### src/rtl/router_pkg.sv
// Shared types and constants for the mesh router output-port logic.
package router_pkg;

  typedef enum logic {
    ARB_IDLE = 1'b0,
    ARB_LOCK = 1'b1
  } arb_state_e;

  localparam int unsigned MAXFLITS_DEFAULT = 16;

  // Index width that stays at least one bit wide for single-requester ports.
  function automatic int unsigned idx_w(input int unsigned n);
    return (n > 1) ? $clog2(n) : 1;
  endfunction

endpackage

### src/rtl/rr_pick.sv
// Combinational round-robin pick: first asserted request at or after ptr_i,
// wrapping from NREQ-1 back to 0.
module rr_pick
  import router_pkg::*;
#(
  parameter  int unsigned NREQ = 3,
  localparam int unsigned IW   = idx_w(NREQ)
) (
  input  logic [NREQ-1:0] req_i,
  input  logic [IW-1:0]   ptr_i,
  output logic [NREQ-1:0] onehot_o,
  output logic [IW-1:0]   idx_o
);

  always_comb begin
    logic          found;
    int unsigned   s;
    logic [IW-1:0] j;
    onehot_o = '0;
    idx_o    = '0;
    found    = 1'b0;
    s        = 0;
    j        = '0;
    for (int unsigned k = 0; k < NREQ; k++) begin
      s = 32'(ptr_i) + k;
      j = IW'(s % NREQ);
      if (!found && req_i[j]) begin
        found       = 1'b1;
        onehot_o[j] = 1'b1;
        idx_o       = j;
      end
    end
  end

endmodule

### src/rtl/router_outport_arbiter.sv
// Wormhole round-robin arbiter for one router output port: locks the port to
// one input from header to tail and strobes xfer for every flit moved.
module router_outport_arbiter
  import router_pkg::*;
#(
  parameter  int unsigned NREQ     = 3,
  parameter  int unsigned MAXFLITS = MAXFLITS_DEFAULT,
  localparam int unsigned IW       = idx_w(NREQ)
) (
  input  logic            clk,
  input  logic            rst,
  input  logic [NREQ-1:0] req,
  input  logic [NREQ-1:0] valid,
  input  logic [NREQ-1:0] tail,
  input  logic            ready,
  output logic [NREQ-1:0] grant,
  output logic [IW-1:0]   grant_idx,
  output logic            xfer,
  output logic            busy,
  output logic            len_err
);

  // One extra count value so the counter can sit at MAXFLITS+1 even when
  // MAXFLITS+1 is a power of two.
  localparam int unsigned CW       = $clog2(MAXFLITS + 2);
  localparam logic [CW-1:0] CNT_MAX = CW'(MAXFLITS);
  localparam logic [CW-1:0] CNT_SAT = CW'(MAXFLITS + 1);
  localparam logic [IW-1:0] LAST    = IW'(NREQ - 1);

  arb_state_e      state_q, state_d;
  logic [NREQ-1:0] grant_q, grant_d;
  logic [IW-1:0]   idx_q, idx_d;
  logic [IW-1:0]   ptr_q, ptr_d;
  logic [CW-1:0]   cnt_q, cnt_d;
  logic            err_q, err_d;
  logic            xfer_c;

  logic [NREQ-1:0] pick_oh;
  logic [IW-1:0]   pick_idx;

  rr_pick #(.NREQ(NREQ)) u_pick (
    .req_i    (req & valid),
    .ptr_i    (ptr_q),
    .onehot_o (pick_oh),
    .idx_o    (pick_idx)
  );

  always_comb begin
    state_d = state_q;
    grant_d = grant_q;
    idx_d   = idx_q;
    ptr_d   = ptr_q;
    cnt_d   = cnt_q;
    err_d   = err_q;
    xfer_c  = 1'b0;
    case (state_q)
      ARB_IDLE: begin
        if (|pick_oh) begin
          state_d = ARB_LOCK;
          grant_d = pick_oh;
          idx_d   = pick_idx;
          cnt_d   = '0;
        end
      end
      ARB_LOCK: begin
        xfer_c = valid[idx_q] & ready;
        if (xfer_c) begin
          if (cnt_q != CNT_SAT) cnt_d = cnt_q + 1'b1;
          if (cnt_q == CNT_MAX && !tail[idx_q]) err_d = 1'b1;
          if (tail[idx_q]) begin
            state_d = ARB_IDLE;
            grant_d = '0;
            ptr_d   = (idx_q == LAST) ? '0 : idx_q + 1'b1;
          end
        end
      end
      default: state_d = ARB_IDLE;
    endcase
  end

  always_ff @(posedge clk or negedge rst) begin
    if (!rst) begin
      state_q <= ARB_IDLE;
      grant_q <= '0;
      idx_q   <= '0;
      ptr_q   <= '0;
      cnt_q   <= '0;
      err_q   <= 1'b0;
    end else begin
      state_q <= state_d;
      grant_q <= grant_d;
      idx_q   <= idx_d;
      ptr_q   <= ptr_d;
      cnt_q   <= cnt_d;
      err_q   <= err_d;
    end
  end

  assign grant     = grant_q;
  assign grant_idx = idx_q;
  assign xfer      = xfer_c;
  assign busy      = (state_q == ARB_LOCK);
  assign len_err   = err_q;

endmodule

### config.mk
export PLATFORM = sky130hd
export DESIGN_NAME = router_outport_arbiter
export DESIGN_NICKNAME = d
export VERILOG_FILES = /design/src/rtl/router_pkg.sv /design/src/rtl/rr_pick.sv /design/src/rtl/router_outport_arbiter.sv
export SDC_FILE = /design/constraint.sdc
export NUM_CORES = 1
export LEC_CHECK = 0
export ABC_CLOCK_PERIOD_IN_PS = 3500
export BUFFER_PORTS_ARGS = -buffer_cell sky130_fd_sc_hd__buf_4
export CORE_MARGIN = 2
export CORE_UTILIZATION = 54
export DETAILED_ROUTE_END_ITERATION = 7
export GPL_ROUTABILITY_DRIVEN = 0
export MAX_ROUTING_LAYER = met4
export PLACE_DENSITY_LB_ADDON = 0.12
export SLEW_MARGIN = 20
export SYNTH_ARGS = -nofsm -noshare
export SYNTH_HDL_FRONTEND = slang
export SYNTH_SLANG_ARGS = --single-unit
### constraint.sdc
create_clock -name clk -period 3.5 [get_ports clk]
set_input_delay 0.175 -clock clk [delete_from_list [all_inputs] [get_ports clk]]
set_output_delay 0.175 -clock clk [all_outputs]
set_load 0.05 [all_outputs]
==> results_dict.tcl, run 1 <==
set metrics [dict create \
    worstPathRequired_ns 3.69 \
    clkTransAtPathRegs_ns 0.10 \
    yosys_warnings 0 \
    multi_input_area_um2 684 \
    nets 154 \
    cp_cell_sequence "inv_1 -> ha_1 -> or4bb_1 -> o311ai_2 -> or4_4 -> a41oi_4 -> mux2_4" \
    ff_latch_area_um2 350 \
    synthTopCellsByCount "dfrtp_1 (14), nand2_1 (14), inv_1 (11)" \
    cts.sinks 14 \
    grt_pass1_vias 960 \
    rrSetupSlack_ns 0.69 \
    cp_slowest_cell "or4_4" \
    pre_cts_slack_ns 0.737 \
    ant_nets 0 \
    min_to "len_err" \
    clk_latency_ns 0.29 \
    stdcell_area_um2 1300 \
    pwr-share-comb_pct 57.5 \
    ff2ff_path_depth 7 \
    drt_iter0_drc 22 \
    yosysTopAreaCellShare_pct 32.1 \
    drt-vias-per-instance 6.16 \
    cp_slowest_stage_delay_ns 0.62 \
    cp_max_fo 12 \
    wirelength_um 2460 \
    p_sw_uw 450 \
    rows 16 \
    ctsLongestPathBuffers 2 \
    tns_ns 0 \
    synth_top_cell_by_area "dfrtp_1" \
    finalMaxSlewViolations 0 \
    hold_slack_ns 0.211 \
    cts_tree "built" \
    hold_depth 3 \
    nFillCells 152 \
    synth_seq_cells 14 \
    synth_fp_nets 131 \
    htreeDepth 1 \
    rsz0062_at_grt "no" \
    die_y_um 49.0 \
    diodes 0 \
    gr-usage-all-layers_pct 23.4 \
    switching_share_pct 48.5 \
    postPlaceCellArea_um2 1250 \
    antenna_found_initial 0 \
    crit_type "reg2reg" \
    wl_per_cell_um 15.3 \
    hpwl_um 1900 \
    hold_viol 0 \
    cts_buffers 3 \
    arrival_ns 3.00 \
    min_period_ns 2.81 \
    syn_avg_cell_area_um2 9.74 \
    die_area_um2 2400 \
    grt_max_degree 15 \
    internal-power_uw 477 \
    synthCells 112 \
    io_buffers 19 \
    drive_above_1_share_pct 26.9 \
    end_kind "register" \
    peakVddDrop_v 0.000479 \
    r2r_end "grant_idx[1]" \
    synth_edf_count 0 \
    yosysSeqAreaShare_pct 32.1 \
    setup_slack_ns 0.692 \
    start_util_pct 56.2 \
    setup-violations-final 0 \
    rr_startpoint "ptr_q[0]" \
    overflow 0 \
    syn_area_um2 1090 \
    synthTopCellsByArea "dfrtp_1 (32%), ha_1 (8.0%), nand2_1 (4.8%), inv_1 (3.8%), nand4b_1 (3.2%)" \
    synth_flop_cell "dfrtp_1" \
    p_per_area_nw_per_um2 713 \
    seqPwrFrac_pct 29.2 \
    syn_to_final_growth_pct 19.0 \
    worst_setup_path_start_kind "register" \
    power_uw 927 \
    fmax_mhz 356 \
    core_area_um2 1940 \
    die_w_um 49.0 \
    drv_cap 0 \
    p_leak_uw 0.000592 \
    finClkSkew_ns 0.0113 \
    cts_setup_buffers 0 \
    dr_total_vias 992 \
    maxSlewHeadroom_pct 60.6 \
    worst_slew_pin_slew_ns 0.590 \
    root_buffer "clkbuf_4" \
    pwr-share-clk_pct 13.3 \
    finalCritPeriodShare_pct 80.2 \
    async_flop_share_pct 100 \
    status "completed" \
    hold_class "in2reg" \
    min_from "tail[2]" \
    drtPass1Iterations 4 \
    drc 0 \
    io_pins 20 \
    grt_pass1_wl_um 4270 \
    ys_types 44 \
]
==> flip-flops by register name, indices dropped and copies added (netlist names) <==
signal     flops
busy           1
cnt_q          5
grant          3
grant_idx      2
len_err        1
ptr_q          2
==> layout make-up <==
| cell class | instances | share of cell area, % |
|---|---|---|
| Sequential cell | 14 | 27.0 |
| Timing Repair Buffer | 20 | 11.8 |
| Tap cell | 27 | 2.60 |
| Multi-Input combinational cell | 85 | 52.7 |
| Inverter | 11 | 3.18 |
| Clock buffer | 4 | 2.79 |
==> cells by family after synthesis <==
logic type | Yosys count | synth area share (%)
AND/OR/NAND/NOR | 45 | 25.0
XOR/XNOR | 3 | 2.41
buffers and inverters | 13 | 5.16
adder cells (fa/ha/maj) | 7 | 8.03
multiplexers | 4 | 4.13
flip-flops | 14 | 32.1
AO/OA/AOI/OAI | 26 | 23.2
==> worst max path at each step <==
stage	startpoint	end	depth (start not counted)
finish	ptr_q[0]	grant_idx[1]	7
CTS	ptr_q[0]	grant_idx[1]	7
global route	ptr_q[0]	grant_idx[1]	7
global placement	ptr_q[0]	grant_idx[1]	7
detailed placement	ptr_q[0]	grant_idx[1]	7
floorplan	ptr_q[0]	grant_idx[1]	8
==> routing by layer <==
layer | vias up | global-route usage [%] | wire length, um
met3 | 6 | 3.37 | 102
li1 | 469 | - | -
met1 | 487 | 28.4 | 1100
met2 | 30 | 40.0 | 1230
met5 | - | - | 0
met4 | 0 | 7.62 | 36
==> cell usage in the layout, fill, tap and decap left out, drive strengths merged, types with 2 or more instances in the layout <==
master | netlist | routed
a21o | 2 | 2
a31oi | 3 | 3
a41oi | 2 | 2
and2 | 3 | 3
buf | 1 | 19
clkbuf | 1 | 4
dfrtp | 14 | 14
ha | 7 | 7
inv | 11 | 11
mux2i | 3 | 3
nand2 | 14 | 14
nand4 | 5 | 5
nand4b | 4 | 4
nor2 | 6 | 6
o21ai | 2 | 2
o2bb2ai | 4 | 4
o311ai | 3 | 3
o31ai | 4 | 4
or4 | 2 | 2
or4bb | 2 | 2
xor2 | 3 | 3
==> critical path: cells and delay by family (launching register included) <==
kind                     cells  cell delay, ns
buffers and inverters        1            0.08
multiplexers                 1            0.33
adder cells (fa/ha/maj)      1            0.53
AND/OR/NAND/NOR              2            0.82
AO/OA/AOI/OAI                2            0.55
flip-flops                   1            0.40
==> power by group through the flow <==
stage / Sequential, uW / Clock (uW) / Combinational (uW)
2_1_floorplan: 344 / 0 / 336
3_3_place_gp: 271 / 0 / 514
3_5_place_dp: 275 / 0 / 525
4_1_cts: 272 / 123 / 528
5_1_grt: 281 / 129 / 579
6_report: 271 / 123 / 533
==> per-stage QoR <==
step	instances	utilization (%)
after floorplan	112	-
after global routing	161	66.9
after detailed placement	156	64.5
final	161	66.9
after global placement	156	64.5
after CTS	161	66.9
==> timing repair <==
| action | 4_1_cts | 5_1_grt |
|---|---|---|
| hold endpoints to repair | 14 | 0 |
| gates resized for setup | 0 | 0 |
| hold buffers | 1 | 0 |
No activity file was read; power rests on OpenSTA's default activity.
==> run 2: changes to the inputs <==
--- a/config.mk
+++ b/config.mk
@@ -5,10 +5,10 @@
 export SDC_FILE = /design/constraint.sdc
 export NUM_CORES = 1
 export LEC_CHECK = 0
-export ABC_CLOCK_PERIOD_IN_PS = 3500
+export ABC_CLOCK_PERIOD_IN_PS = 2400
 export BUFFER_PORTS_ARGS = -buffer_cell sky130_fd_sc_hd__buf_4
 export CORE_MARGIN = 2
-export CORE_UTILIZATION = 54
+export CORE_UTILIZATION = 49
 export DETAILED_ROUTE_END_ITERATION = 7
 export GPL_ROUTABILITY_DRIVEN = 0
 export MAX_ROUTING_LAYER = met4
==> constraint.sdc (replaced) <==
create_clock -name clk -period 2.4 [get_ports clk]
set_input_delay 0.12 -clock clk [delete_from_list [all_inputs] [get_ports clk]]
set_output_delay 0.12 -clock clk [all_outputs]
set_load 0.05 [all_outputs]
==> run 2 against run 1 <==
Register-to-register slack got worse by 0.68 ns; first-iteration DRC count is 14% higher; worst setup slack lost 0.68 ns; total power grew 65%; sequential share of layout area down 2.6 points; critical endpoint unchanged; cell area increased by 11%; clock skew decreased by 0.0060 ns; via count is 1.5% higher; highest routed layer unchanged.
==> results_dict.tcl, run 2 (synthesis results as in run 1) <==
set metrics [dict create \
    overflow 0 \
    die_w_um 51.2 \
    p_leak_uw 0.000666 \
    worst_slew_pin_slew_ns 0.574 \
    hold_viol 0 \
    die_area_um2 2620 \
    peakVddDrop_v 0.000525 \
    nets 165 \
    maxSlewHeadroom_pct 61.3 \
    min_period_ns 2.39 \
    ctsLongestPathBuffers 2 \
    p_sw_uw 705 \
    diodes 0 \
    grt_max_degree 15 \
    status "completed" \
    clk_latency_ns 0.28 \
    hold_slack_ns 0.153 \
    placed_cells 163 \
    start_util_pct 50.8 \
    wl_per_cell_um 15.2 \
    finClkSkew_ns 0.00531 \
    fmax_mhz 418 \
    io_pins 20 \
    htreeDepth 1 \
    cts.sinks 14 \
    setup-violations-final 0 \
    internal-power_uw 827 \
    cts_tree "built" \
    finalNonFillerCells 173 \
    rsz0062_at_grt "yes" \
    drv_cap 0 \
    syn_to_final_growth_pct 31.7 \
    finalMaxSlewViolations 0 \
    drtPass1Iterations 4 \
    largest_register "cnt_q" \
    rows 17 \
    core_area_um2 2150 \
    drt_iter0_drc 25 \
    hpwl_um 1950 \
    pwr-share-clk_pct 11.3 \
    end_kind "register" \
    layout_common_cells "buf_4 (28), nand2_1 (14), dfrtp_1 (14), inv_1 (11), nor2_1 (6)" \
    setup_slack_ns 0.0104 \
    drive_above_1_share_pct 35.9 \
    worstPathRequired_ns 2.57 \
    largest_reg_flops 5 \
    antenna_found_initial 0 \
    ant_nets 0 \
    crit_type "reg2reg" \
    nFillCells 176 \
    grt_pass1_wl_um 4330 \
    seqPwrFrac_pct 25.8 \
    cts_buffers 3 \
    finalCritPeriodShare_pct 99.6 \
    postPlaceCellArea_um2 1320 \
    stdcell_area_um2 1440 \
    clkTransAtPathRegs_ns 0.09 \
    wirelength_um 2640 \
    hold_class "in2reg" \
    drt-vias-per-instance 5.82 \
    worst_setup_path_start_kind "register" \
    switching_share_pct 46.0 \
    die_y_um 51.2 \
    pre_cts_slack_ns -0.0290 \
    grt_pass1_vias 962 \
    power_uw 1530 \
    drc 0 \
    arrival_ns 2.56 \
    final_common_cell "buf_4" \
    gr-usage-all-layers_pct 22.8 \
    dr_total_vias 1007 \
    pwr-share-comb_pct 63.0 \
    io_buffers 19 \
    root_buffer "clkbuf_4" \
    cp_max_fo 6 \
    p_per_area_nw_per_um2 1070 \
]
[run 2: cell type report]
| class | count | area, um^2 | share of cell area, % |
|---|---|---|---|
| clock buffer | 4 | 36.3 | 2.53 |
| multi-input combinational | 85 | 731 | 50.9 |
| timing repair buffer | 31 | 243 | 16.9 |
| sequential | 14 | 350 | 24.4 |
| inverter | 11 | 41.3 | 2.87 |
| tap | 28 | 35.0 | 2.44 |
[run 2: power groups by stage]
stage          Combinational (uW)  Sequential [uW]  Clock [uW]
6_report                      964              395         173
3_3_place_gp                  848              399           0
2_1_floorplan                 523              505           0
4_1_cts                       891              391         178
5_1_grt                      1040              406         189
3_5_place_dp                  863              403           0
[run 2: final timing paths]
kind	start	to	slack, ns	depth (start not counted)
setup reg to reg	ptr_q[1]	grant_idx[1]	0.01	8
hold / removal	tail[2]	len_err	0.15	3
hold reg to reg	len_err	len_err	0.47	2
setup / recovery	ptr_q[1]	grant_idx[1]	0.01	8
min in group asynchronous	rst	cnt_q[1]	0.22	2
max in group asynchronous	rst	grant[2]	2.01	2
[run 2: worst max-delay path, cell delays in order, from the launching register on]
cell	delay [ns]
dfrtp_1	0.40
buf_6	0.13
ha_4	0.26
buf_4	0.16
nand4b_1	0.20
o311a_4	0.17
or4_4	0.46
a41oi_4	0.18
mux2_4	0.32
[run 2: repair_timing]
item,in CTS,in global routing
setup endpoints to repair,4,10
gates resized for setup,0,9
hold buffers,1,0
buffers inserted,1,4
pin swaps,0,2
endpoints found under the hold margin,14,0
[run 2: metrics by stage]
stage	util (%)	TNS, ns
after floorplan	-	0
after global placement	61.5	0
after detailed placement	61.5	-0.0550
after CTS	64.0	0
after global routing	66.9	-0.113
final	66.9	0
[run 2: routing by layer]
| layer | up-vias | share of wire [%] | GRT usage, % |
|---|---|---|---|
| met5 | - | 0 | - |
| met2 | 25 | 50 | 38.5 |
| met1 | 482 | 45 | 27.2 |
| met4 | 0 | 0.38 | 9.46 |
| met3 | 2 | 4.0 | 3.22 |
| li1 | 498 | - | - |
